**config.mk**
```make
export PLATFORM = sky130hd
export DESIGN_NAME = ifu_fetch
export DESIGN_NICKNAME = d
export VERILOG_FILES = /design/src/rtl/ifu_fetch.sv
export SDC_FILE = /design/constraint.sdc
export NUM_CORES = 1
export LEC_CHECK = 0
export CAP_MARGIN = 20
export CORE_AREA = 2 2 114 116
export DETAILED_ROUTE_END_ITERATION = 16
export DIE_AREA = 0 0 116 118
export PLACE_DENSITY = 0.74
export SYNTH_ARGS = -nofsm -noshare
export SYNTH_HDL_FRONTEND = slang
export SYNTH_SLANG_ARGS = --single-unit
```
**constraint.sdc**
```tcl
create_clock -name clk -period 2.4 [get_ports clk]
set_clock_uncertainty 0.2 [all_clocks]
set_input_delay 0.36 -clock clk [delete_from_list [all_inputs] [get_ports clk]]
set_output_delay 0.36 -clock clk [all_outputs]
set_load 0.02 [all_outputs]
```
**src/rtl/ifu_fetch.sv**
```systemverilog
// rtl/ifu_fetch.sv - instruction fetch sequencer: PC, Icache request, stall hold, redirect drop
// Optional IFU_MISALIGN_TRAP_EN: reject misaligned redirect targets and flag them on if_misalign_o.
module ifu_fetch #(
  parameter logic [31:0] RESET_PC = 32'h0000_0000
) (
  input  logic        clk,
  input  logic        rst_n,
  input  logic        fc_stall_if_i,
  input  logic        ex_branch_flag_i,
  input  logic [31:0] ex_branch_pc_i,
  input  logic        id_jump_flag_i,
  input  logic [31:0] id_jump_pc_i,
  input  logic        Icache_ready_i,
  output logic        if_req_o,
  output logic [31:0] if_addr_o,
  output logic [31:0] if_pc_o,
  output logic        if_valid_o,
  output logic        if_misalign_o
);

  typedef enum logic [1:0] {IDLE, FETCH, HOLD, DROP} state_t;

  state_t      state, state_nxt;
  logic [31:0] fetch_pc, fetch_pc_nxt;
  logic [31:0] held_pc, held_pc_nxt;
  logic [31:0] drop_pc, drop_pc_nxt;
  logic        redirect;
  logic        take;
  logic [31:0] raw_target;
  logic [31:0] target;

  assign redirect   = ex_branch_flag_i | id_jump_flag_i;
  assign raw_target = ex_branch_flag_i ? ex_branch_pc_i : id_jump_pc_i;

`ifdef IFU_MISALIGN_TRAP_EN
  assign target        = raw_target;
  assign take          = redirect && (raw_target[1:0] == 2'b00);
  assign if_misalign_o = redirect && !take && (state != IDLE);
`else
  assign target        = raw_target & 32'hFFFF_FFFC;
  assign take          = redirect;
  assign if_misalign_o = 1'b0;
`endif

  assign if_addr_o = fetch_pc;
  assign if_pc_o   = (state == HOLD) ? held_pc : fetch_pc;

  always_ff @(posedge clk) begin
    if (!rst_n) begin
      state    <= IDLE;
      fetch_pc <= RESET_PC;
      held_pc  <= RESET_PC;
      drop_pc  <= 32'h0;
    end else begin
      state    <= state_nxt;
      fetch_pc <= fetch_pc_nxt;
      held_pc  <= held_pc_nxt;
      drop_pc  <= drop_pc_nxt;
    end
  end

  always_comb begin
    state_nxt    = state;
    fetch_pc_nxt = fetch_pc;
    held_pc_nxt  = held_pc;
    drop_pc_nxt  = drop_pc;
    if_req_o     = 1'b0;
    if_valid_o   = 1'b0;
    case (state)
      IDLE: state_nxt = FETCH;
      FETCH: begin
        if_req_o = 1'b1;
        if (take && Icache_ready_i) begin
          fetch_pc_nxt = target;
        end else if (take) begin
          drop_pc_nxt = target;
          state_nxt   = DROP;
        end else if (Icache_ready_i) begin
          if_valid_o   = 1'b1;
          held_pc_nxt  = fetch_pc;
          fetch_pc_nxt = fetch_pc + 32'd4;
          if (fc_stall_if_i) state_nxt = HOLD;
        end
      end
      HOLD: begin
        if (take) begin
          fetch_pc_nxt = target;
          state_nxt    = FETCH;
        end else if (!fc_stall_if_i) begin
          state_nxt = FETCH;
        end
      end
      DROP: begin
        // The stale response still has to arrive before the new target can be requested.
        if (take) drop_pc_nxt = target;
        if (Icache_ready_i) begin
          fetch_pc_nxt = take ? target : drop_pc;
          state_nxt    = FETCH;
        end
      end
      default: state_nxt = IDLE;
    endcase
  end

endmodule

```
Word-level counts from Yosys, hierarchy flattened. Cells that the tools add are included.

Output and inout bits: 67. Register bits: 98. Word-level logic and storage cells: 51. Input bits: 70.

Bitwise operators: 3. Multiplexer cells: 24. Reduce and logical (&&, ||, !) cells: 8. Eq/ne operators: 11. Add/subtract/negate cells: 1.

Operators with widths (count): $mux W32 (9); $pmux W32 S3 (1); $pmux W32 S2 (1); $add A32 B3 Y32 const B (1); $ne A3 B3 Y1 const B (5); $mux W2 (7); $reduce_and A5 Y1 (2); $pmux W2 S4 (1); $ne A2 B2 Y1 const B (3); $mux W1 (5); $eq A2 B2 Y1 const B (2); $reduce_and A4 Y1 (1); $reduce_bool A3 Y1 (1); $eq A2 B1 Y1 const B (1); $logic_not A2 Y1 (1); $not A1 Y1 (2); $reduce_and A2 Y1 (1); $reduce_bool A2 Y1 (1); $logic_and A1 B1 Y1 (1); $or A1 B1 Y1 (1).

Logic depth before layout (Yosys ltp). Gate-level depths: netlist (run 1).

Depth after elaboration: 5. Depth in mapped cells: 8. Mapped depth without buffers: 6.

Worst setup path after synthesis (run 1). No wires, ideal clock.

Path type: reg-to-reg. Start: register fetch_pc[2] (netlist: if_addr_o[2]). End: register fetch_pc[22] (netlist: if_addr_o[22]). Path buffers: 0. Required time: 2.078 ns. Stages on the path, launching flop included: 7. Arrival: 2.228 ns. Path slack: -0.150 ns. Clock period less this slack: 2.550 ns. Setup time: 0.122 ns. Path through: dfxtp_1 > ha_1 > nand3_1 > or4_4 > nor3_1 > o22ai_1 > a311o_1.

Cells in the longest elaborated chain, start to end: 5.

RTL lines: start, declared (RTL line 24) `logic [31:0] fetch_pc, fetch_pc_nxt;`; start signal, assigned (RTL line 56) `fetch_pc <= fetch_pc_nxt;`; $add A32 B3 Y32 (RTL line 81) `fetch_pc_nxt = fetch_pc + 32'd4;`; $mux W32 (RTL line 78) `end else if (Icache_ready_i) begin`; $mux W32 (RTL line 75) `end else if (take) begin`; $mux W32 (RTL line 73) `if (take && Icache_ready_i) begin`; $pmux W32 S3 (RTL line 69) `case (state)`.

No other way between the ends. The select of a mux whose other input is x is not followed. A chain may end at the register's enable or synchronous reset.

Worst setup path after layout (run 1).
Start: register state[0]. End: output port if_pc_o[0].

Cells in the longest elaborated chain, start to end: 2.

RTL lines: start, declared (RTL line 23) `state_t state, state_nxt;`; start signal, assigned (RTL line 55) `state <= state_nxt;`; $eq A2 B2 Y1 (RTL line 46) `assign if_pc_o = (state == HOLD) ? held_pc : fetch_pc;`; $mux W32 (RTL line 46); end, declared (RTL line 16) `output logic [31:0] if_pc_o,`.

No other way between the ends.

==> impl_results.md, run 1 <==
* Fraction of registers with async set/reset at 0%
* Syn Inst Count at 707
* Pwr dens at 568 nW/µm²
* Hold Crit Depth at 2
* I/O pins at 137
* Synth-to-Final Area Change at 37.2%
* Flop pwr share at a little over two fifths
* Mapped Area at 5530 µm²
* Register-to-register path setup slack at 0.06 ns
* Main combinational cell family by area after synthesis: compound AO/OA/AOI/OAI gates
* Min-Delay Endpoint: held_pc[6]
* # Max-Cap Violations at 0
* Status: finished, final reports clean
* Drt first pass iters at 5
* Drc violations at 0
* Synth cell types at 69
* WP data required at 1.84 ns
* WP depth at 3
* Fin Setup TNS at 0 ns
* CTS tree: built
* GRT Util Overall at 25.9%
* Avg WL per Cell at 17.0 µm
* Post-Synth Simple-Gate Area at 20.3%
* Final Hold Fails at 0
* Top FF cell, synth: dfxtp_1
* RSZ-0062 raised after global routing: false
* Mux contribution to synthesized area at approximately an eighth
* Number of flops mapped to enable cells by yosys at 0
* Site Rows at 41
* Share of layout cells above drive strength 1 at 15.3%
* Slowest-stage cell, CP: clkdlybuf4s50_1
* RePlAce Congestion at 0.886
* Largest net degree at the start of global routing at 38
* Syn_nets at between 700 and 800
* Die H at 118 µm
* Core box area at between 10,000 and 15,000 µm²
* H-tree depth at 3
* Root Driver: clkbuf_16
* Int Pwr at 3050 µW
* Nets at 933
* Worst Setup Path Type: reg2out
* Total CTS buffers at 9
* CP arrival at 1.80 ns
* Remaining antenna violation count after routing at 0
* Worst Path Buf+Inv at 1
* Crit path max fanout at 9
* CTS clock-pin slew for the worst setup and hold paths at 0.06 ns
* Die W at about 120 µm
* Reg2reg end: if_addr_o[22]
* Die Area at 13,700 µm²
* Top Family by Delay on Critical Path: buffers and inverters
* Syn Area/Cell at ~7.8 µm²
* Setup violators final at 0
* DP Wirelength at 12.7 mm
* CTS Hold Bufs at 0
* Worst hold path class: reg2reg
* Type of origin of the critical path: register
* WL final at 17.7 mm
* Synth warn at 0
* Initial core utilization at 44.5%
* Port-buffer cells at 131
* DR vias/cell at roughly 5.8
* Leak at 0.00297 µW
* Synth Area in Compound Gates at 26.1%
* Clock Latency Late Sink at 0.35 ns
* Max Root-Sink Buffers at 2
* Xor/xnor share of the synthesized area at 0%
* First-pass GRT wire length at 28.4 mm
* Hold_sp: held_pc[6]
* Slew Viols, Final at 0
* R2R depth at 6
* Synthesized flop and latch total at 98
* Total gr overflow at 0
* Critical path, cell by cell: nand2b_4 -> mux2_2 -> clkdlybuf4s50_1
* Adder and majority cell fraction of the synthesized area at less than 1%
* Fmax achieved at 0.423 GHz
* Switching Fraction at a little under 30%
* Sequential area share after synthesis at 35.5%
* Vias in the first global route at 5,780
* Logic pwr share at between 20% and 30%
* Crit path time final at roughly 2.4 ns
* Worst R2R Start: if_addr_o[2]
* Via count at about 6,000
* # fillers at 1,126
* Worst vdd ir at 0.279 mV
* Initial antenna violation count at 0
* Largest stage delay on the critical path at 0.55 ns
* Period utilization at 98.5%
* Psw at 1260 µW
* Ant. Diodes at 0
* Final Util at roughly 60%
* Endpoint class of the critical path: output pin
* Initial DRC count at around 470
* # clock sinks at 98
* Clk network pwr share at 34.9%
==> registers in the layout, indices dropped and copies added (netlist names) <==
signal and cells:
if_addr_o 32, drop_pc 32, held_pc 32, state 2
==> power groups by stage <==
stage	combinational [µW]	sequential, µW	clock (µW)
6_report	1010	1800	1500
3_3_place_gp	1000	1820	0
2_1_floorplan	497	1880	0
4_1_cts	1000	1790	1530
3_5_place_dp	1020	1830	0
5_1_grt	1080	1810	1600
==> tightest hold or removal path, stage by stage, from the launching register on <==
cell,delay [ns]
dfxtp_1,0.31
nand2_1,0.05
a21oi_1,0.05
==> logic make-up (layout without fill, tap and decap cells) <==
family	Yosys count	count (layout)
compound gates	240	240
fa+ha+maj	2	2
buf+inv	69	229
flops	98	98
mux	60	60
other cells	1	1
simple gates	237	237
==> timing repair <==
item                       4_1_cts  5_1_grt
setup endpoints to repair       33        2
hold endpoints to repair         0        0
resized for setup               34        2
setup buffers                    0        0
==> how the worst max path moves through the flow <==
stage | startpoint | to | slack (ns)
6_report | state[0] | if_pc_o[0] | 0.04
5_1_grt | state[0] | if_pc_o[0] | 0.007
4_1_cts | id_jump_flag_i | if_valid_o | 0.009
3_5_place_dp | id_jump_flag_i | if_valid_o | -0.27
3_3_place_gp | id_jump_flag_i | if_valid_o | -0.29
2_1_floorplan | if_addr_o[2] | if_addr_o[22] | 0.0006
==> metal layers <==
layer | track usage (%) | up-vias | routed length, µm
met2 | 43.2 | 276 | 8520
li1 | - | 2878 | -
met1 | 33.2 | 2800 | 7450
met5 | 0 | - | 0
met3 | 2.94 | 34 | 1220
met4 | 12.1 | 0 | 514
==> through the flow <==
stage	total power [µW]	setup WS [ns]	hold slack, ns	area, µm²	std cells
6_report	4310	0.0366	0.254	7580	1039
5_1_grt	4490	0.00732	0.273	7580	1039
4_1_cts	4320	0.00855	0.255	7580	1039
3_5_place_dp	2850	-0.272	0.245	7310	1023
3_3_place_gp	2830	-0.286	0.240	7310	1023
2_1_floorplan	2370	0.000583	0.234	5530	707
==> cell usage in the layout (no fill, tap or decap), types with 5 or more instances in the layout <==
| cell | n |
|---|---|
| nand4_1 | 9 |
| and2_1 | 6 |
| o21ai_0 | 51 |
| clkdlybuf4s50_1 | 98 |
| dlygate4sd2_1 | 31 |
| nor2_1 | 43 |
| nand2_1 | 115 |
| and3_1 | 9 |
| clkbuf_16 | 9 |
| o22ai_1 | 8 |
| a211oi_1 | 28 |
| a21oi_1 | 104 |
| mux2i_1 | 26 |
| buf_4 | 61 |
| a31oi_1 | 5 |
| nor3_1 | 8 |
| dfxtp_1 | 96 |
| nand3_1 | 17 |
| mux2_2 | 34 |
| inv_1 | 17 |
==> synth_stat cells (all sizes together) (18+ instances only) <==
| cell type | number | area, µm² |
|---|---|---|
| clkbuf | 26 | 138 |
| mux2 | 34 | 383 |
| nor2 | 44 | 165 |
| nand2 | 116 | 438 |
| nand3 | 18 | 90.1 |
| buf | 25 | 128 |
| o21ai | 53 | 269 |
| a211oi | 28 | 210 |
| a21oi | 105 | 529 |
| mux2i | 26 | 260 |
| dfxtp | 98 | 1960 |
| inv | 18 | 67.6 |
==> layout make-up <==
class                           count  area, µm²  share of cell area, %
Clock buffer                       13        260                   3.43
Clock inverter                      3       47.5                  0.627
Inverter                           18       67.6                  0.891
Multi-Input combinational cell    540       3250                   42.8
Sequential cell                    98       1960                   25.9
Tap cell                          172        215                   2.84
Timing Repair Buffer              195       1780                   23.5
Power figures use the tool's default switching activity.
==> inputs of run 2 (changes only) <==
--- a/config.mk
+++ b/config.mk
@@ -6,9 +6,9 @@
 export NUM_CORES = 1
 export LEC_CHECK = 0
 export CAP_MARGIN = 20
-export CORE_AREA = 2 2 114 116
+export CORE_AREA = 2 2 103 129
 export DETAILED_ROUTE_END_ITERATION = 16
-export DIE_AREA = 0 0 116 118
+export DIE_AREA = 0 0 105 131
 export PLACE_DENSITY = 0.74
 export SYNTH_ARGS = -nofsm -noshare
 export SYNTH_HDL_FRONTEND = slang
==> run 2 against run 1 <==
  * Global-route usage decreased by 0.39 points
  * Maximum frequency increased by 1.1%
  * Utilization decreased by 0.27 points
  * Routed wire length increased by 0.80%
  * Flip-flop and latch count unchanged
  * Non-clock buffer count increased by 2
  * Highest routed layer unchanged
==> impl_results.md, run 2 (synthesis gave the netlist of run 1 again) <==
* Die W at 105 µm (-9.5%)
* Crit. Startpoint: state[0]
* Clk network pwr share at 35.4% (+0.5 points)
* Fin Hold WS at 0.251 ns (-0.00305 ns)
* Min-Delay Endpoint: held_pc[11]
* # fillers at 1,174 (+4.3%)
* I/O pins at 137 (unchanged)
* CTS Hold Bufs at 0 (unchanged)
* Total CTS buffers at 9 (unchanged)
* CP arrival at 1.78 ns (-0.02 ns)
* Fmax achieved at 0.428 GHz (+1.1%)
* Most common cell after layout, fill and taps aside: nand2_1
* Vias in the first global route at 5,636 (-2.5%)
* Reg2reg end: if_addr_o[21]
* Clock Latency Late Sink at 0.35 ns (about the same)
* Root Driver: clkbuf_16
* Worst vdd ir at 0.323 mV (+16%)
* Via count at 5,948 (-0.67%)
* Psw at 1260 µW (about the same)
* Die Area at 13,800 µm² (+0.49%)
* DR vias/cell at 5.74 (-0.48%)
* Int Pwr at 3100 µW (+1.8%)
* Nets at 935 (+0.21%)
* CTS tree: built
* Drt first pass iters at 6 (+1)
* Switching Fraction at 28.9% (-0.38 points)
* Max Root-Sink Buffers at 2 (unchanged)
* Avg WL per Cell at 17.2 µm (+1.0%)
* Pre-CTS WS at -0.271 ns (+0.000991 ns)
* Hold_sp: held_pc[11]
* Area of the multi-input gates at 3250 µm² (+0.19%)
* Drc violations at 0 (unchanged)
* GRT Util Overall at 25.5% (-0.39 points)
* Slew Viols, Final at 0 (unchanged)
* WP data required at 1.84 ns (about the same)
* Port-buffer cells at 131 (unchanged)
* Setup WS post-layout at 0.0627 ns (+0.0261 ns)
* Setup violators final at 0 (unchanged)
* Total gr overflow at 0 (unchanged)
* # clock sinks at 98 (unchanged)
* Logic pwr share at 23.5% (about the same)
* Period utilization at 97.4% (-1.1 points)
* Status: finished, final reports clean
* Initial DRC count at 438 (-7.6%)
* Type of origin of the critical path: register
* Share of layout cells above drive strength 1 at 15.8% (+0.42 points)
* Initial antenna violation count at 0 (unchanged)
* RSZ-0062 raised after global routing: false
* Final Hold Fails at 0 (unchanged)
* Synth-to-Final Area Change at 38.0%
* Worst R2R Start: if_addr_o[2]
* Hold Crit Depth at 2 (unchanged)
* Leak at 0.00298 µW (+0.41%)
* Initial core utilization at 44.1% (-0.47 points)
* Register-to-register path setup slack at 0.12 ns (+0.06 ns)
* CTS clock-pin slew for the worst setup and hold paths at 0.07 ns (about the same)
* R2R depth at 6 (unchanged)
* Ant. Diodes at 0 (unchanged)
* Site Rows at 46 (+12%)
* # Max-Cap Violations at 0 (unchanged)
* Pwr dens at 572 nW/µm² (+0.64%)
* Reg area at 1960 µm² (unchanged)
* H-tree depth at 3 (unchanged)
* First-pass GRT wire length at 28.2 mm (-1.0%)
* Largest net degree at the start of global routing at 38 (unchanged)
* WL final at 17.8 mm (+0.80%)
* RePlAce Congestion at 0.895 (+1.0%)
* Crit path time final at 2.34 ns (-0.0261 ns)
* Endpoint class of the critical path: output pin
* Crit path max fanout at 6 (-3)
* Flop pwr share at 41.0% (-0.7 points)
* Die H at 131 µm (+11%)
* Worst hold path class: reg2reg
* Final Util at 60.8% (-0.27 points)
* Core box area at 12,500 µm² (+1.1%)
* Remaining antenna violation count after routing at 0 (unchanged)
* Most frequent cells in the layout: nand2_1 (115), a21oi_1 (104), clkdlybuf4s50_1 (99)
* Total power after layout at 4360 µW (+1.3%)
* Worst Setup Path Type: reg2out
* DP Wirelength at 12.9 mm (+1.3%)
==> run 2: cell count changes in the layout (fill, tap and decap cells not counted), sizes merged <==
cell,change
clkbuf,-3
dlygate4sd2,-1
inv,+1
bufinv,+1
clkinvlp,+2
buf,+2
clkdlybuf4s50,+1
clkinv,-1
==> run 2: final cells by class <==
cell class,count,share of cell area (%)
Tap cell,168,2.75
Clock inverter,6,1.16
Multi-Input combinational cell,540,42.6
Inverter,18,0.885
Sequential cell,98,25.7
Clock buffer,10,3.00
Timing Repair Buffer,197,23.8
==> run 2: critical path, stage by stage (launching register included) <==
cell	delay, ns
dfxtp_1	0.33
nand2b_4	0.21
mux2_2	0.35
clkdlybuf4s50_1	0.53
==> run 2: per-layer routing <==
| metal | up-vias | global-route usage, % | part of all wire, % |
|---|---|---|---|
| met2 | 222 | 46.4 | 51 |
| li1 | 2868 | - | - |
| met1 | 2835 | 30.9 | 42 |
| met4 | 0 | 8.55 | 1.6 |
| met3 | 23 | 3.92 | 5.5 |
| met5 | - | 0 | 0 |
==> run 2: repair_timing <==
action / CTS / global route
setup endpoints to repair: 31 / 2
pin swaps: 0 / 0
buffers inserted: 0 / 0
resized for setup: 33 / 4
gates cloned: 1 / 0
==> run 2: how the worst max path moves through the flow <==
stage,endpoint
detailed placement,if_valid_o
floorplan,if_addr_o[22]
finish,if_pc_o[30]
CTS,if_valid_o
global placement,if_valid_o
global route,if_addr_o[22]
==> run 2: per-stage QoR <==
step / instance area, µm² / cells / TNS, ns
CTS: 7620 / 1037 / 0
global placement: 7310 / 1020 / -1.09
global route: 7630 / 1037 / 0
detailed placement: 7310 / 1020 / -2.66
floorplan: 5530 / 707 / 0
finish: 7630 / 1037 / 0
==> run 2: power groups by stage <==
stage               logic, µW  registers, µW  clock network (µW)
finish                   1030           1790                1550
global route             1100           1800                1620
CTS                      1020           1790                1560
detailed placement       1040           1830                   0
global placement         1020           1820                   0
floorplan                 497           1880                   0
